<file path="config.mk">
export PLATFORM = sky130hd
export DESIGN_NAME = hazard_ctrl
export DESIGN_NICKNAME = d
export VERILOG_FILES = /design/src/rtl/hazard_ctrl_pkg.sv /design/src/rtl/hazard_ctrl_md_busy_tracker.sv /design/src/rtl/hazard_ctrl.sv
export SDC_FILE = /design/constraint.sdc
export NUM_CORES = 1
export LEC_CHECK = 0
export ABC_AREA = 1
export BUFFER_PORTS_ARGS = -buffer_cell sky130_fd_sc_hd__buf_4
export CELL_PAD_IN_SITES_DETAIL_PLACEMENT = 1
export CELL_PAD_IN_SITES_GLOBAL_PLACEMENT = 1
export CORE_MARGIN = 2
export CORE_UTILIZATION = 27
export DETAILED_ROUTE_END_ITERATION = 8
export GPL_ROUTABILITY_DRIVEN = 0
export PLACE_DENSITY = 0.75
export SLEW_MARGIN = 20
export SYNTH_ARGS = -nofsm -noshare
export SYNTH_HDL_FRONTEND = slang
export SYNTH_SLANG_ARGS = --single-unit
</file>
<file path="constraint.sdc">
create_clock -name clk -period 0.95 [get_ports clk]
set_input_delay 0.095 -clock clk [delete_from_list [all_inputs] [get_ports clk]]
set_output_delay 0.095 -clock clk [all_outputs]
set_load 0.005 [all_outputs]
</file>
<file path="src/rtl/hazard_ctrl_pkg.sv">
// Shared encodings and helper functions for the pipeline hazard controller.
// Result classes, forward-select codes, MD tracker states, Tnew/match helpers.
package hazard_ctrl_pkg;

  typedef enum logic [1:0] {
    RES_NW  = 2'b00,
    RES_ALU = 2'b01,
    RES_DM  = 2'b10,
    RES_PC  = 2'b11
  } res_t;

  typedef enum logic [1:0] {
    FWD_GRF = 2'b00,
    FWD_E   = 2'b01,
    FWD_M   = 2'b10,
    FWD_W   = 2'b11
  } fwd_t;

  typedef enum logic {
    MD_IDLE = 1'b0,
    MD_BUSY = 1'b1
  } md_state_t;

  // A source that is not read at all gets a Tuse larger than any Tnew.
  localparam logic [1:0] TUSE_NONE = 2'd3;

  function automatic logic [1:0] tnew_e_of(input logic [1:0] res);
    case (res)
      RES_ALU: return 2'd1;
      RES_DM:  return 2'd2;
      default: return 2'd0;
    endcase
  endfunction

  function automatic logic [1:0] tnew_m_of(input logic [1:0] res);
    return (res == RES_DM) ? 2'd1 : 2'd0;
  endfunction

  // Register 0 is never a producer, so it can never match.
  function automatic logic reg_hit(input logic [4:0] src, input logic [4:0] dst,
                                   input logic [1:0] res);
    return (src == dst) && (dst != 5'd0) && (res != RES_NW);
  endfunction

  // Youngest producer wins; E is only a legal source when the caller allows it.
  function automatic logic [1:0] fwd_sel(input logic [4:0] src,
                                         input logic [4:0] a3_e, input logic [1:0] res_e,
                                         input logic [4:0] a3_m, input logic [1:0] res_m,
                                         input logic [4:0] a3_w, input logic [1:0] res_w,
                                         input logic       allow_e);
    if (allow_e && reg_hit(src, a3_e, res_e) && (res_e == RES_PC))
      return FWD_E;
    else if (reg_hit(src, a3_m, res_m) && ((res_m == RES_ALU) || (res_m == RES_PC)))
      return FWD_M;
    else if (reg_hit(src, a3_w, res_w))
      return FWD_W;
    else
      return FWD_GRF;
  endfunction

endpackage

</file>
<file path="src/rtl/hazard_ctrl_md_busy_tracker.sv">
// HI/LO unit occupancy tracker: counts down the mult/div latency after an op enters E.
// A new op arriving while busy reloads the count (latest op wins).
module md_busy_tracker
  import hazard_ctrl_pkg::*;
#(
  parameter int MULT_CYCLES = 5,
  parameter int DIV_CYCLES  = 10
) (
  input  logic clk,
  input  logic reset,
  input  logic md_start_e,
  input  logic md_is_div_e,
  output logic md_busy
);

  localparam int CNT_W = $clog2(DIV_CYCLES + 1);

  md_state_t          state;
  logic [CNT_W-1:0]   cnt;
  logic [CNT_W-1:0]   load_val;

  assign load_val = md_is_div_e ? CNT_W'(DIV_CYCLES) : CNT_W'(MULT_CYCLES);

  always_ff @(posedge clk or posedge reset) begin
    if (reset) begin
      state <= MD_IDLE;
      cnt   <= '0;
    end else begin
      case (state)
        MD_IDLE: begin
          if (md_start_e) begin
            state <= MD_BUSY;
            cnt   <= load_val;
          end
        end
        MD_BUSY: begin
          if (md_start_e) begin
            cnt <= load_val;
          end else if (cnt == CNT_W'(1)) begin
            state <= MD_IDLE;
            cnt   <= '0;
          end else begin
            cnt <= cnt - CNT_W'(1);
          end
        end
        default: begin
          state <= MD_IDLE;
          cnt   <= '0;
        end
      endcase
    end
  end

  // Busy is visible in the same cycle the op enters E, not one cycle later.
  assign md_busy = md_start_e || (state == MD_BUSY);

endmodule

</file>
<file path="src/rtl/hazard_ctrl.sv">
// Central hazard controller: D-stage stall, forwarding selects for D/E/M, and HI/LO interlock.
// Everything except the MD tracker state is combinational from the current stage tags.
module hazard_ctrl
  import hazard_ctrl_pkg::*;
#(
  parameter int MULT_CYCLES = 5,
  parameter int DIV_CYCLES  = 10
) (
  input  logic       clk,
  input  logic       reset,
  input  logic       tuse_rs0,
  input  logic       tuse_rs1,
  input  logic       tuse_rt0,
  input  logic       tuse_rt1,
  input  logic       tuse_rt2,
  input  logic [4:0] a1_d,
  input  logic [4:0] a2_d,
  input  logic [4:0] a1_e,
  input  logic [4:0] a2_e,
  input  logic [4:0] a2_m,
  input  logic [4:0] a3_e,
  input  logic [4:0] a3_m,
  input  logic [4:0] a3_w,
  input  logic [1:0] res_e,
  input  logic [1:0] res_m,
  input  logic [1:0] res_w,
  input  logic       md_start_e,
  input  logic       md_is_div_e,
  input  logic       md_use_d,
  output logic       stall,
  output logic [1:0] fwd_rs_d,
  output logic [1:0] fwd_rt_d,
  output logic [1:0] fwd_rs_e,
  output logic [1:0] fwd_rt_e,
  output logic       fwd_rt_m,
  output logic       md_busy
);

  logic [1:0] tuse_rs;
  logic [1:0] tuse_rt;
  logic [1:0] tnew_e;
  logic [1:0] tnew_m;
  logic       stall_rs;
  logic       stall_rt;
  logic       data_stall;

  // Earliest use decides; a reader only stalls when its producer is not ready in time.
  assign tuse_rs = tuse_rs0 ? 2'd0 : (tuse_rs1 ? 2'd1 : TUSE_NONE);
  assign tuse_rt = tuse_rt0 ? 2'd0 : (tuse_rt1 ? 2'd1 : (tuse_rt2 ? 2'd2 : TUSE_NONE));

  assign tnew_e = tnew_e_of(res_e);
  assign tnew_m = tnew_m_of(res_m);

  assign stall_rs = (reg_hit(a1_d, a3_e, res_e) && (tnew_e > tuse_rs)) ||
                    (reg_hit(a1_d, a3_m, res_m) && (tnew_m > tuse_rs));
  assign stall_rt = (reg_hit(a2_d, a3_e, res_e) && (tnew_e > tuse_rt)) ||
                    (reg_hit(a2_d, a3_m, res_m) && (tnew_m > tuse_rt));

  assign data_stall = stall_rs || stall_rt;
  assign stall      = data_stall || (md_use_d && md_busy);

  assign fwd_rs_d = fwd_sel(a1_d, a3_e, res_e, a3_m, res_m, a3_w, res_w, 1'b1);
  assign fwd_rt_d = fwd_sel(a2_d, a3_e, res_e, a3_m, res_m, a3_w, res_w, 1'b1);
  assign fwd_rs_e = fwd_sel(a1_e, a3_e, res_e, a3_m, res_m, a3_w, res_w, 1'b0);
  assign fwd_rt_e = fwd_sel(a2_e, a3_e, res_e, a3_m, res_m, a3_w, res_w, 1'b0);
  assign fwd_rt_m = reg_hit(a2_m, a3_w, res_w);

  md_busy_tracker #(
    .MULT_CYCLES(MULT_CYCLES),
    .DIV_CYCLES (DIV_CYCLES)
  ) u_md_busy_tracker (
    .clk        (clk),
    .reset      (reset),
    .md_start_e (md_start_e),
    .md_is_div_e(md_is_div_e),
    .md_busy    (md_busy)
  );

endmodule
</file>
==> run summary <==
Die Area -> 6047 um^2
area leader, netlist -> nand2_1
CP max FO -> 2
Critical Path End Type -> output pin
total CTS buffers -> 3
Setup Skew -> 2.510 ps
DR iter-0 viols -> 59
Final min period -> 1379 ps
PD cells -> 806.4 nW/um^2
Clock Sinks -> 5
router iterations before antenna repair -> 4
Global Route Usage Sum -> 0.2304
top post-synthesis cells by area -> nand2_1, inv_1, nor2_1, dfrtp_1, xor2_1
remaining antenna violation count -> 0
Final Cycle Share -> 1.452
most frequent cell after synthesis -> nand2_1
Initial Utilization -> 0.2840
Min Hold Slack -> 151.0 ps
worst-margin pin slew -> 214.7 ps
hold path start -> md_is_div_e
worst skew pair latency -> 230 ps
Clock Tree Root -> clkbuf_8
CP startpoint kind -> input pin
EDFF count, synth -> 0
Synth top area share -> 0.1993
io pins -> 67
# H-tree levels -> 1
CTS tree -> done
die width -> 77.76 um
Longest Clk Path Bufs -> 2
Synth top cells by count -> nand2_1, inv_1, nor2_1, nand3_1, xor2_1
Remaining DRCs -> 0
max frequency -> 725.0 MHz
Post-synth ARST share -> 1.000
setup violators final -> 16
Synthesis Warnings -> 0
failing checks -> negative setup slack
Syn Inst Count -> 271
vias in the first global route -> 2296
first-pass GRT wire length -> 11210 um
antenna cells -> 0
Port Buffer Count -> 66
Area Growth Syn to Fin -> 111.2%
post-synthesis net count -> 335
Routed WL -> 7364 um
fin worst setup slack -> -429.3 ps
initial antenna violation count -> 0
Seq cells post-synth -> 5
post-DP HPWL -> 4992 um
status -> finished, violations left
largest net degree at the start of global routing -> 8
vias -> 2191
nets -> 447
share of cells above drive strength 1 -> 0.5864
Cell Area, Synth -> 1469 um^2
reg-to-reg startpoint -> u_md_busy_tracker.cnt[1]$_DFFE_PP0N_
HP Class -> in2reg
wire per inst -> 16.29 um
Lkg Pwr -> 1.507 nW
ys flop type -> dfrtp_1
Core ar. -> 5172 um^2
Worst EP arrival -> 1280 ps
Clock transition at path regs -> 40 ps
Seq/Total Area, Yosys -> 0.08518
vias per std cell -> 4.847
Max Cap Viol -> 0
Worst VDD drop -> 0.5382 mV
final core utilization -> 0.5997
final hold vios -> 0
RSZ-0062 raised after global routing -> yes
Crit Path Category -> in2out
Critical Path Source -> tuse_rs1
Die Ht -> 77.76 um
Pins Over Slew Limit -> 0
Netlist cell types -> 27
Congestion Overflow GR -> 0
WP data required -> 850 ps
Slew HR -> 0.8564
Syn Area/Cell -> 5.420 um^2
Rows -> 26
[worst paths after layout]
kind | to | slack [ps] | cells past startpoint
max | stall | -430 | 11
min | u_md_busy_tracker.cnt[3]$_DFFE_PP0N_ | 150 | 3
max reg2reg | u_md_busy_tracker.cnt[3]$_DFFE_PP0N_ | -150 | 5
min reg2reg | u_md_busy_tracker.cnt[3]$_DFFE_PP0N_ | 590 | 2
max in group asynchronous | u_md_busy_tracker.cnt[3]$_DFFE_PP0N_ | 430 | 3
min in group asynchronous | u_md_busy_tracker.cnt[1]$_DFFE_PP0N_ | 330 | 3
[metrics by stage]
| step | setup slack [ps] | std cells | power, mW | TNS, ps | area, um^2 |
|---|---|---|---|---|---|
| global route | -479.2 | 452 | 2.661 | -3483 | 3102 |
| floorplan | -65.67 | 271 | 0.8656 | -102.6 | 1493 |
| CTS | -311.8 | 450 | 2.225 | -1857 | 2839 |
| finish | -429.3 | 452 | 2.501 | -2544 | 3102 |
| detailed placement | -396.2 | 436 | 1.461 | -2908 | 2301 |
| global placement | -380.2 | 436 | 1.425 | -2529 | 2301 |
[flip-flops by register name, indices dropped and copies added, names as in the netlist]
signal                   cells
u_md_busy_tracker.cnt        4
u_md_busy_tracker.state      1
[layer usage]
layer / GRT usage / vias to the layer above / share of wire
met4: 0.06786 / 0 / 0.024
met3: 0.01860 / 16 / 0.034
met2: 0.4164 / 55 / 0.52
met5: 0 / - / 0
li1: - / 1079 / -
met1: 0.2886 / 1041 / 0.42
[cell usage in the layout, fill, tap and decap left out, types with 2 or more instances in the layout]
cell type	instances
nand2_1	61
nor2_1	15
inv_2	18
nor2_4	12
or2_0	2
xnor2_1	8
ha_1	2
nor3_1	2
or2_2	2
buf_6	30
buf_8	8
inv_1	22
nor2_2	9
nor3_2	3
ha_4	5
nand3_2	6
nand2_2	18
a21oi_4	2
buf_12	2
nand3_1	7
a21oi_2	4
nand3_4	3
o21ai_2	3
xnor2_2	3
o221ai_2	3
xor2_1	11
o21ai_1	4
dfrtp_1	5
nand4_1	12
clkbuf_8	3
inv_4	8
buf_4	71
nand3b_1	2
[worst max-delay path: stages]
cell and delay [ps]:
buf_6 100, nor2_4 120, inv_2 60, ha_4 270, a21oi_2 60, a21oi_2 150
nand3_1 130, nand2_1 110, inv_2 50, nand2_2 60, buf_6 90
[power by group]
part,leakage (nW),switching (mW),internal (mW)
registers,0.0575,0.0494,0.269
clock network,0.0228,0.133,0.291
logic,1.43,0.867,0.893
[what timing repair did]
action / CTS / global route
endpoints found under the hold margin: 5 / 0
endpoints found under the setup margin: 15 / 16
hold buffers: 1 / 0
pin swaps: 56 / 55
buffers inserted: 9 / 3
gates resized for setup: 118 / 62
[kinds of logic (layout without fill, tap and decap cells)]
logic type      count (synthesis)  after routing  synth area share
simple gates                  157            157            0.4651
buf+inv                        55            166            0.1482
xor+xnor                       24             24            0.1431
compound gates                 22             22           0.09029
fa+ha+maj                       8              8           0.06815
flops                           5              5           0.08518
[final cells by class]
class,count,area [um^2]
Multi-Input combinational cell,211,1584
Sequential cell,5,125.1
Clock buffer,4,45.04
Timing Repair Buffer,112,1041
Inverter,50,219.0
Tap cell,70,87.58
Fill cell,638,2071
Power figures use the tool's default switching activity.
